$ cat src/rtl/if_fetch_buf_pkg.sv
// Shared fetch-stage definitions: control polarities, bus widths, stall-vector
// bit positions and the fetch FSM state type.
package if_fetch_buf_pkg;

    localparam logic STOP      = 1'b1;
    localparam logic NO_STOP   = 1'b0;
    localparam logic RST_ENA   = 1'b1;
    localparam logic CHIP_ENA  = 1'b1;
    localparam logic CHIP_DISA = 1'b0;

    localparam int INST_ADDR_W = 32;
    localparam int INST_W      = 32;
    localparam int STALL_W     = 6;
    localparam int STALL_IF    = 1;
    localparam int STALL_ID    = 2;

    localparam logic [INST_W-1:0] ZERO_WORD = 32'h0000_0000;

    typedef enum logic [1:0] {
        S_REQ  = 2'd0,
        S_WAIT = 2'd1,
        S_HOLD = 2'd2,
        S_DROP = 2'd3
    } fetch_state_t;

endpackage

$ cat src/rtl/if_fetch_buf_id_reg.sv
// IF/ID pipeline register: flush and IF-only stalls insert a bubble, a joint
// IF+ID stall freezes the register, otherwise an available word is loaded.
module if_id_reg
    import if_fetch_buf_pkg::*;
#(
    parameter int                ADDR_W   = INST_ADDR_W,
    parameter int                DATA_W   = INST_W,
    parameter logic [DATA_W-1:0] NOP_INST = DATA_W'(ZERO_WORD)
) (
    input  logic               clk,
    input  logic               rst,
    input  logic               i_flush,
    input  logic [STALL_W-1:0] i_stall,
    input  logic               i_word_valid,
    input  logic [ADDR_W-1:0]  i_word_pc,
    input  logic [DATA_W-1:0]  i_word_inst,
    output logic [ADDR_W-1:0]  o_id_pc,
    output logic [DATA_W-1:0]  o_id_inst,
    output logic               o_id_valid
);

    logic [ADDR_W-1:0] r_id_pc;
    logic [DATA_W-1:0] r_id_inst;
    logic              r_id_valid;

    // NOTE: sequential state uses <= so every register samples pre-edge values.
    always_ff @(posedge clk) begin
        if (rst == RST_ENA) begin
            r_id_pc    <= '0;
            r_id_inst  <= NOP_INST;
            r_id_valid <= 1'b0;
        end else if (i_flush) begin
            r_id_inst  <= NOP_INST;
            r_id_valid <= 1'b0;
        end else if (i_stall[STALL_IF] == STOP && i_stall[STALL_ID] == NO_STOP) begin
            r_id_inst  <= NOP_INST;
            r_id_valid <= 1'b0;
        end else if (i_stall[STALL_IF] == STOP) begin
            r_id_pc    <= r_id_pc;
            r_id_inst  <= r_id_inst;
            r_id_valid <= r_id_valid;
        end else if (i_word_valid) begin
            r_id_pc    <= i_word_pc;
            r_id_inst  <= i_word_inst;
            r_id_valid <= 1'b1;
        end else begin
            r_id_inst  <= NOP_INST;
            r_id_valid <= 1'b0;
        end
    end

    assign o_id_pc    = r_id_pc;
    assign o_id_inst  = r_id_inst;
    assign o_id_valid = r_id_valid;

endmodule

$ cat src/rtl/if_fetch_buf.sv
// Instruction-fetch front end: variable-latency req/ack fetch FSM with a
// one-entry hold buffer, feeding the IF/ID register.
module if_fetch_buf
    import if_fetch_buf_pkg::*;
#(
    parameter int                ADDR_W   = INST_ADDR_W,
    parameter int                DATA_W   = INST_W,
    parameter logic [DATA_W-1:0] NOP_INST = DATA_W'(ZERO_WORD)
) (
    input  logic               clk,
    input  logic               rst,
    input  logic [STALL_W-1:0] stall,
    input  logic               flush,
    input  logic [ADDR_W-1:0]  if_pc,
    input  logic               if_ce,
    output logic               mem_req,
    output logic [ADDR_W-1:0]  mem_addr,
    input  logic               mem_ack,
    input  logic [DATA_W-1:0]  mem_rdata,
    output logic               stallreq_if,
    output logic [ADDR_W-1:0]  id_pc,
    output logic [DATA_W-1:0]  id_inst,
    output logic               id_valid
);

    fetch_state_t      r_state;
    logic [ADDR_W-1:0] r_addr;
    logic [ADDR_W-1:0] r_buf_pc;
    logic [DATA_W-1:0] r_buf_inst;
    logic              r_buf_valid;

    logic              w_stall_if;
    logic              w_mem_req;
    logic [ADDR_W-1:0] w_mem_addr;
    logic              w_stallreq;
    logic              w_word_valid;
    logic [ADDR_W-1:0] w_word_pc;
    logic [DATA_W-1:0] w_word_inst;

    assign w_stall_if = (stall[STALL_IF] == STOP);

    // NOTE: every output gets a default first so no latch can be inferred.
    always_comb begin
        w_mem_req    = 1'b0;
        w_mem_addr   = r_addr;
        w_stallreq   = 1'b0;
        w_word_valid = 1'b0;
        w_word_pc    = r_addr;
        w_word_inst  = mem_rdata;
        case (r_state)
            S_REQ: begin
                w_mem_req    = (if_ce == CHIP_ENA);
                w_mem_addr   = if_pc;
                w_stallreq   = (if_ce == CHIP_ENA) && !mem_ack;
                w_word_valid = (if_ce == CHIP_ENA) && mem_ack;
                w_word_pc    = if_pc;
            end
            S_WAIT: begin
                w_mem_req    = 1'b1;
                w_stallreq   = !mem_ack;
                w_word_valid = mem_ack;
            end
            S_HOLD: begin
                w_word_valid = r_buf_valid;
                w_word_pc    = r_buf_pc;
                w_word_inst  = r_buf_inst;
            end
            S_DROP: begin
                // The memory cannot cancel, so the stale response is drained and dropped.
                w_mem_req    = 1'b1;
                w_stallreq   = !mem_ack;
            end
            default: ;
        endcase
        if (rst == RST_ENA) w_mem_req = 1'b0;
    end

    always_ff @(posedge clk) begin
        if (rst == RST_ENA) begin
            r_state     <= S_REQ;
            r_addr      <= '0;
            r_buf_valid <= 1'b0;
        end else begin
            case (r_state)
                S_REQ: begin
                    if (!flush && if_ce == CHIP_ENA && !mem_ack) begin
                        r_addr  <= if_pc;
                        r_state <= S_WAIT;
                    end
                    r_buf_valid <= 1'b0;
                end
                S_WAIT: begin
                    if (flush) begin
                        r_state <= mem_ack ? S_REQ : S_DROP;
                    end else if (mem_ack && w_stall_if) begin
                        r_buf_valid <= 1'b1;
                        r_state     <= S_HOLD;
                    end else if (mem_ack) begin
                        r_state <= S_REQ;
                    end
                end
                S_HOLD: begin
                    if (flush || !w_stall_if) begin
                        r_buf_valid <= 1'b0;
                        r_state     <= S_REQ;
                    end
                end
                S_DROP: begin
                    if (mem_ack) r_state <= S_REQ;
                end
                default: r_state <= S_REQ;
            endcase
        end
    end

    // NOTE: buffer payload needs no reset; r_buf_valid alone qualifies it.
    always_ff @(posedge clk) begin
        if (r_state == S_WAIT && mem_ack && !flush && w_stall_if) begin
            r_buf_pc   <= r_addr;
            r_buf_inst <= mem_rdata;
        end
    end

    if_id_reg #(
        .ADDR_W   (ADDR_W),
        .DATA_W   (DATA_W),
        .NOP_INST (NOP_INST)
    ) u_if_id_reg (
        .clk          (clk),
        .rst          (rst),
        .i_flush      (flush),
        .i_stall      (stall),
        .i_word_valid (w_word_valid),
        .i_word_pc    (w_word_pc),
        .i_word_inst  (w_word_inst),
        .o_id_pc      (id_pc),
        .o_id_inst    (id_inst),
        .o_id_valid   (id_valid)
    );

    assign mem_req     = w_mem_req;
    assign mem_addr    = w_mem_addr;
    assign stallreq_if = w_stallreq;

endmodule
$ cat config.mk
export PLATFORM = sky130hd
export DESIGN_NAME = if_fetch_buf
export DESIGN_NICKNAME = d
export VERILOG_FILES = /design/src/rtl/if_fetch_buf_pkg.sv /design/src/rtl/if_fetch_buf_id_reg.sv /design/src/rtl/if_fetch_buf.sv
export SDC_FILE = /design/constraint.sdc
export NUM_CORES = 1
export LEC_CHECK = 0
export CORE_MARGIN = 8
export CORE_UTILIZATION = 35
export CTS_CLUSTER_SIZE = 8
export DETAILED_ROUTE_END_ITERATION = 6
export HOLD_SLACK_MARGIN = 0.15
export PLACE_DENSITY = 0.62
export SYNTH_ARGS = -nofsm -noshare
export SYNTH_HDL_FRONTEND = slang
export SYNTH_HIERARCHICAL = 1
export SYNTH_SLANG_ARGS = --single-unit
$ cat constraint.sdc
create_clock -name clk -period 3.3 [get_ports clk]
set_clock_uncertainty 0.1 [all_clocks]
set_input_delay 0.99 -clock clk [delete_from_list [all_inputs] [get_ports clk]]
set_output_delay 0.99 -clock clk [all_outputs]
set_load 0.005 [all_outputs]
After elaboration in Yosys (flattened, before gate mapping) --
Cells that the tools add are included.
Cells by class: add/sub/neg operators 0, multiply operators 0, divide/modulo/power cells 0, magnitude comparators 0, equal/unequal tests 7, shift operators 0, multiplexer cells 20, bitwise logic cells 4, reduce and logical (&&, ||, !) cells 21
Operator list (number):
- $mux W32 | 3
- $pmux W32 S2 | 1
- $mux W2 | 6
- $logic_and A1 B1 Y1 | 9
- $ne A2 B2 Y1 const B | 4
- $pmux W2 S4 | 1
- $reduce_and A4 Y1 | 2
- $pmux W1 S3 | 2
- $mux W1 | 5
- $eq A2 B2 Y1 const B | 2
- $not A1 Y1 | 4
- $pmux W1 S2 | 2
- $reduce_and A2 Y1 | 2
- $logic_not A1 Y1 | 3
- $reduce_bool A3 Y1 | 1
- $reduce_or A3 Y1 | 1
- $eq A2 B1 Y1 const B | 1
- $logic_not A2 Y1 | 1
- $reduce_or A2 Y1 | 1
- $logic_or A1 B1 Y1 | 1
Word-level totals: register bits after elaboration 164, latch bits 0, RAM bits 0, bits in read-only memories 0, input bits 75, output and inout bits 99, logic and storage cells 60, memories 0

Depth between registers and ports, before layout --
depth in word-level cells 5, gate-level depth with buffers 10, mapped depth without buffers 5

By module --
Netlist, hierarchy kept.
Modules (own cells, without submodules):
- if_fetch_buf | instances 1, cells each 408, area an instance 4988.5 um^2, sequential area each 2622.5 um^2
- if_id_reg | instances 1, cells each 292, area an instance 3041.7 um^2, sequential area each 1301.2 um^2

Worst setup path after synthesis --
Ideal clock, no wire load.
path type in2reg, start point input port stall[1], end point register r_buf_inst[0] (enable), setup time 0.429 ns, arrival 2.886 ns, data required time 2.771 ns, path slack -0.114 ns, stages 2, path buffers 0, cells stage by stage nor4bb_1 -> and2_1
Between the ends: longest elaborated chain between the ends 1
Ends and longest elaborated chain:
- start, declared | line if_fetch_buf.sv:12 | input logic [STALL_W-1:0] stall,
- $logic_and A1 B1 Y1 | line if_fetch_buf.sv:118 | if (r_state == S_WAIT && mem_ack && !flush && w_stall_if) begin
- end signal, assigned | line if_fetch_buf.sv:120 | r_buf_inst <= mem_rdata;
- end, declared | line if_fetch_buf.sv:29 | logic [DATA_W-1:0] r_buf_inst;
Every way passes these cells. A chain may end at the register's enable or synchronous reset.

Final worst setup path --
start point input port if_pc[11], end point output port mem_addr[11]
Between the ends: longest elaborated chain between the ends 1
Ends and longest elaborated chain:
- start, declared | line if_fetch_buf.sv:14 | input logic [ADDR_W-1:0] if_pc,
- $mux W32 | line if_fetch_buf.sv:50 | case (r_state)
- end, declared | line if_fetch_buf.sv:17 | output logic [ADDR_W-1:0] mem_addr,
Every way passes these cells.

==> out/metrics.yaml <==
p_per_area_nw_per_um2: 428.8
drc: 0
clockRootBuffer: "clkbuf_16"
reg2reg_from: "r_state[0]$_SDFFE_PP0P_"
cp_top_family: "buffers and inverters"
grt_max_degree: 132
drt_iter0_drc: 352
setup_viol: 0
cts_sinks: 164
drive_above_1_share_pct: 21.01
synth.ff_latch_count: 164
relSlewSlack_pct: 26.79
place_congestion: 0.7088
r2r_cells: 6
finalNetCount: 957
layout_commonest_cell: "clkdlybuf4s50_1"
yosysUniqueCellTypes: 33
critPathLaunchType: "input pin"
areaGrowthSynthToFinish_pct: 33.75
reg2reg_to: "u_if_id_reg/o_id_pc[27]$_SDFFE_PP0P_"
layout_worst_path_cycle_share_pct: 99.30
core-area_sq_um: 22570
status: "finished clean"
crit_chain: "clkdlybuf4s50_1 > mux2_2 > clkdlybuf4s50_1"
final_antenna_net_count: 0
cts_buffer_depth: 2
max_stage_delay_ps: 450
synth_nets: 775
reg2reg_setup_slack_ps: 790
wl_mm: 19.73
yosysTopAreaCell: "dfxtp_1"
worstPathRequired_ps: 2210
final.min_clock_period_ps: 3277
cts.reportedPaths.clkPinSlew_ps: 70
postSynthCellCount: 700
crit_top_cell: "clkdlybuf4s50_1"
grt_pass1_vias: 5796
fill_cells: 2098
hp-class: "reg2reg"
hold_violations: 0
worstPathArrival_ps: 2190
cts_tree: "yes"
ios: 174
insertion_delay_ps: 430
clkPwrFrac_pct: 41.8
final_cell_area_sq_um: 10740
maxCapViolations: 0
most-common-layout-cells: "163 x clkdlybuf4s50_1, 128 x nand2b_1, 98 x dfxtp_1"
p_sw_w: 0.001161
die_x_um: 167.5
io_buffers: 169
synth_area_per_cell_sq_um: 11.47
antenna_found_initial: 1
via_count: 5593
cts_max_level: 4
rows: 55
first_pass_iters: 4
yosys_warnings: 6
p_leak_nw: 3.564
hpwl_mm: 12.96
routed_via_density: 4.736
endpoint_kind: "output port"
cp-startpoint: "if_pc[11]"
synth_top_cells_by_area: "dfxtp_1 25%, edfxtp_1 24%, mux2i_1 12%"
yosysTopAreaCellShare_pct: 24.93
path_max_fanout: 2
holdWs_ps: 372.6
swShare_pct: 25.20
worst_pin_slew_ps: 1097
cts_made_buffers: 17
p_comb_share_pct: 11.6
worst-path-buf-inv: 2
path_class: "in2out"
fmax_ghz: 0.3052
avgRoutedWirePerCell_um: 16.71
dieArea_sq_um: 28050
max-vdd-ir-drop_uv: 279.0
synth_area_sq_um: 8030
initial_core_util_pct: 35.58
rsz0062_at_grt: "false"
report.final.slew_viol_count: 0
post_dp_cell_area_sq_um: 10170
grt_remaining_overflow: 0
grt.total_usage_pct: 14.10
post_cts_buffers: 0
grt_pass1_wl_mm: 31.80
crit_slowest_cell: "clkdlybuf4s50_1"
die_h_um: 167.5
path_depth: 3
internal-power_w: 0.003445
power_frac_seq_pct: 46.7
cp-endpoint: "mem_addr[11]"
yosysSeqAreaShare_pct: 48.86
## logic make-up (layout without fill, tap and decap cells)
kind of cell / Yosys count / after routing / share of synthesized area, %
muxes: 161 / 161 / 21.07
and+or+nand+nor: 242 / 242 / 17.56
AOI/OAI and AO/OA: 72 / 72 / 7.370
buffers and inverters: 61 / 256 / 5.142
DFF: 164 / 164 / 48.86
other: 0 / 1 / 0
## cell usage after synthesis
| cell type | n |
|---|---|
| nand2b_1 | 128 |
| dfxtp_1 | 100 |
| mux2i_1 | 97 |
| edfxtp_1 | 64 |
| nand2_1 | 64 |
| mux2_2 | 62 |
| o21ai_0 | 35 |
| nand3b_1 | 32 |
| a211oi_2 | 29 |
| clkbuf_1 | 21 |
| buf_2 | 18 |
| buf_6 | 13 |
| buf_4 | 4 |
| a211oi_1 | 3 |
| a21oi_1 | 3 |
| buf_12 | 3 |
| nor2_1 | 3 |
| nor2b_1 | 3 |
| inv_1 | 2 |
| mux2_1 | 2 |
| nor2_4 | 2 |
| a31oi_1 | 1 |
| a32o_1 | 1 |
| and2_1 | 1 |
| and3_1 | 1 |
| nand4_1 | 1 |
| nor3_1 | 1 |
| nor3_2 | 1 |
| nor3b_1 | 1 |
| nor3b_2 | 1 |
| nor4bb_1 | 1 |
| or2_1 | 1 |
| or2_2 | 1 |
## how the worst min path moves through the flow
stage                                                    start                                   end  slack (ps)  depth (start not counted)
final                     u_if_id_reg/o_id_pc[16]$_SDFFE_PP0P_  u_if_id_reg/o_id_pc[16]$_SDFFE_PP0P_         370                          2
after global routing      u_if_id_reg/o_id_pc[28]$_SDFFE_PP0P_  u_if_id_reg/o_id_pc[28]$_SDFFE_PP0P_         390                          2
after CTS                  u_if_id_reg/o_id_pc[3]$_SDFFE_PP0P_   u_if_id_reg/o_id_pc[3]$_SDFFE_PP0P_         380                          2
after detailed placement   u_if_id_reg/o_id_pc[7]$_SDFFE_PP0P_   u_if_id_reg/o_id_pc[7]$_SDFFE_PP0P_         360                          2
after global placement     u_if_id_reg/o_id_pc[3]$_SDFFE_PP0P_   u_if_id_reg/o_id_pc[3]$_SDFFE_PP0P_         360                          2
after floorplan                        r_addr[25]$_SDFFE_PP0P_                r_buf_pc[25]$_DFFE_PP_         350                          0
## through the flow
step	instances	utilization, %	power, W	worst slack, ps	setup TNS [ps]
global placement	1148	45.04	0.002734	-88.88	-1783
finish	1181	47.58	0.004605	23.22	0
detailed placement	1148	45.04	0.002738	-140.8	-2385
CTS	1180	47.55	0.004668	6.781	0
floorplan	700	-	0.002462	571.9	0
global route	1181	47.58	0.004800	0.7903	0
## tightest hold or removal path, delay by kind of cell (launching register included)
family / cells / cell delay, ps
flip-flops: 1 / 310
AND/OR/NAND/NOR: 1 / 60
multiplexers: 1 / 60
## repair_timing
action | 4_1_cts | 5_1_grt
resized for setup | 2 | 2
setup endpoints to repair | 2 | 2
gates cloned | 0 | 0
pin swaps | 1 | 0
hold buffers | 0 | 0
## final cells by class
cell class | count | area, sq um | share of cell area, %
Clock inverter | 15 | 142.6 | 1.328
Clock buffer | 17 | 425.4 | 3.961
Tap cell | 285 | 356.6 | 3.320
Inverter | 2 | 7.507 | 0.06990
Timing Repair Buffer | 222 | 2170 | 20.20
Multi-Input combinational cell | 475 | 3710 | 34.54
Sequential cell | 164 | 3926 | 36.56
Antenna cell | 1 | 2.502 | 0.02330
## power groups by stage
stage | combinational [W] | clock [W] | sequential [W]
after global routing | 0.000581 | 0.00207 | 0.00215
after floorplan | 0.000269 | 0 | 0.00219
after detailed placement | 0.000541 | 0 | 0.00220
after global placement | 0.000538 | 0 | 0.00220
after CTS | 0.000542 | 0.00198 | 0.00215
final | 0.000532 | 0.00192 | 0.00215
## metal layers
metal | up-vias | track usage [%] | routed length [um]
li1 | 2820 | - | -
met1 | 2643 | 17.27 | 9094
met2 | 110 | 23.38 | 9339
met3 | 20 | 4.326 | 1004
met4 | 0 | 4.387 | 293
met5 | - | 0 | 0
## state kept, by name, indices dropped and copies added (netlist names)
register	flops
r_addr	32
r_buf_inst	32
r_buf_pc	32
u_if_id_reg/o_id_inst	32
u_if_id_reg/o_id_pc	32
r_state	2
r_buf_valid	1
u_if_id_reg/o_id_valid	1
Power figures use the tool's default switching activity.
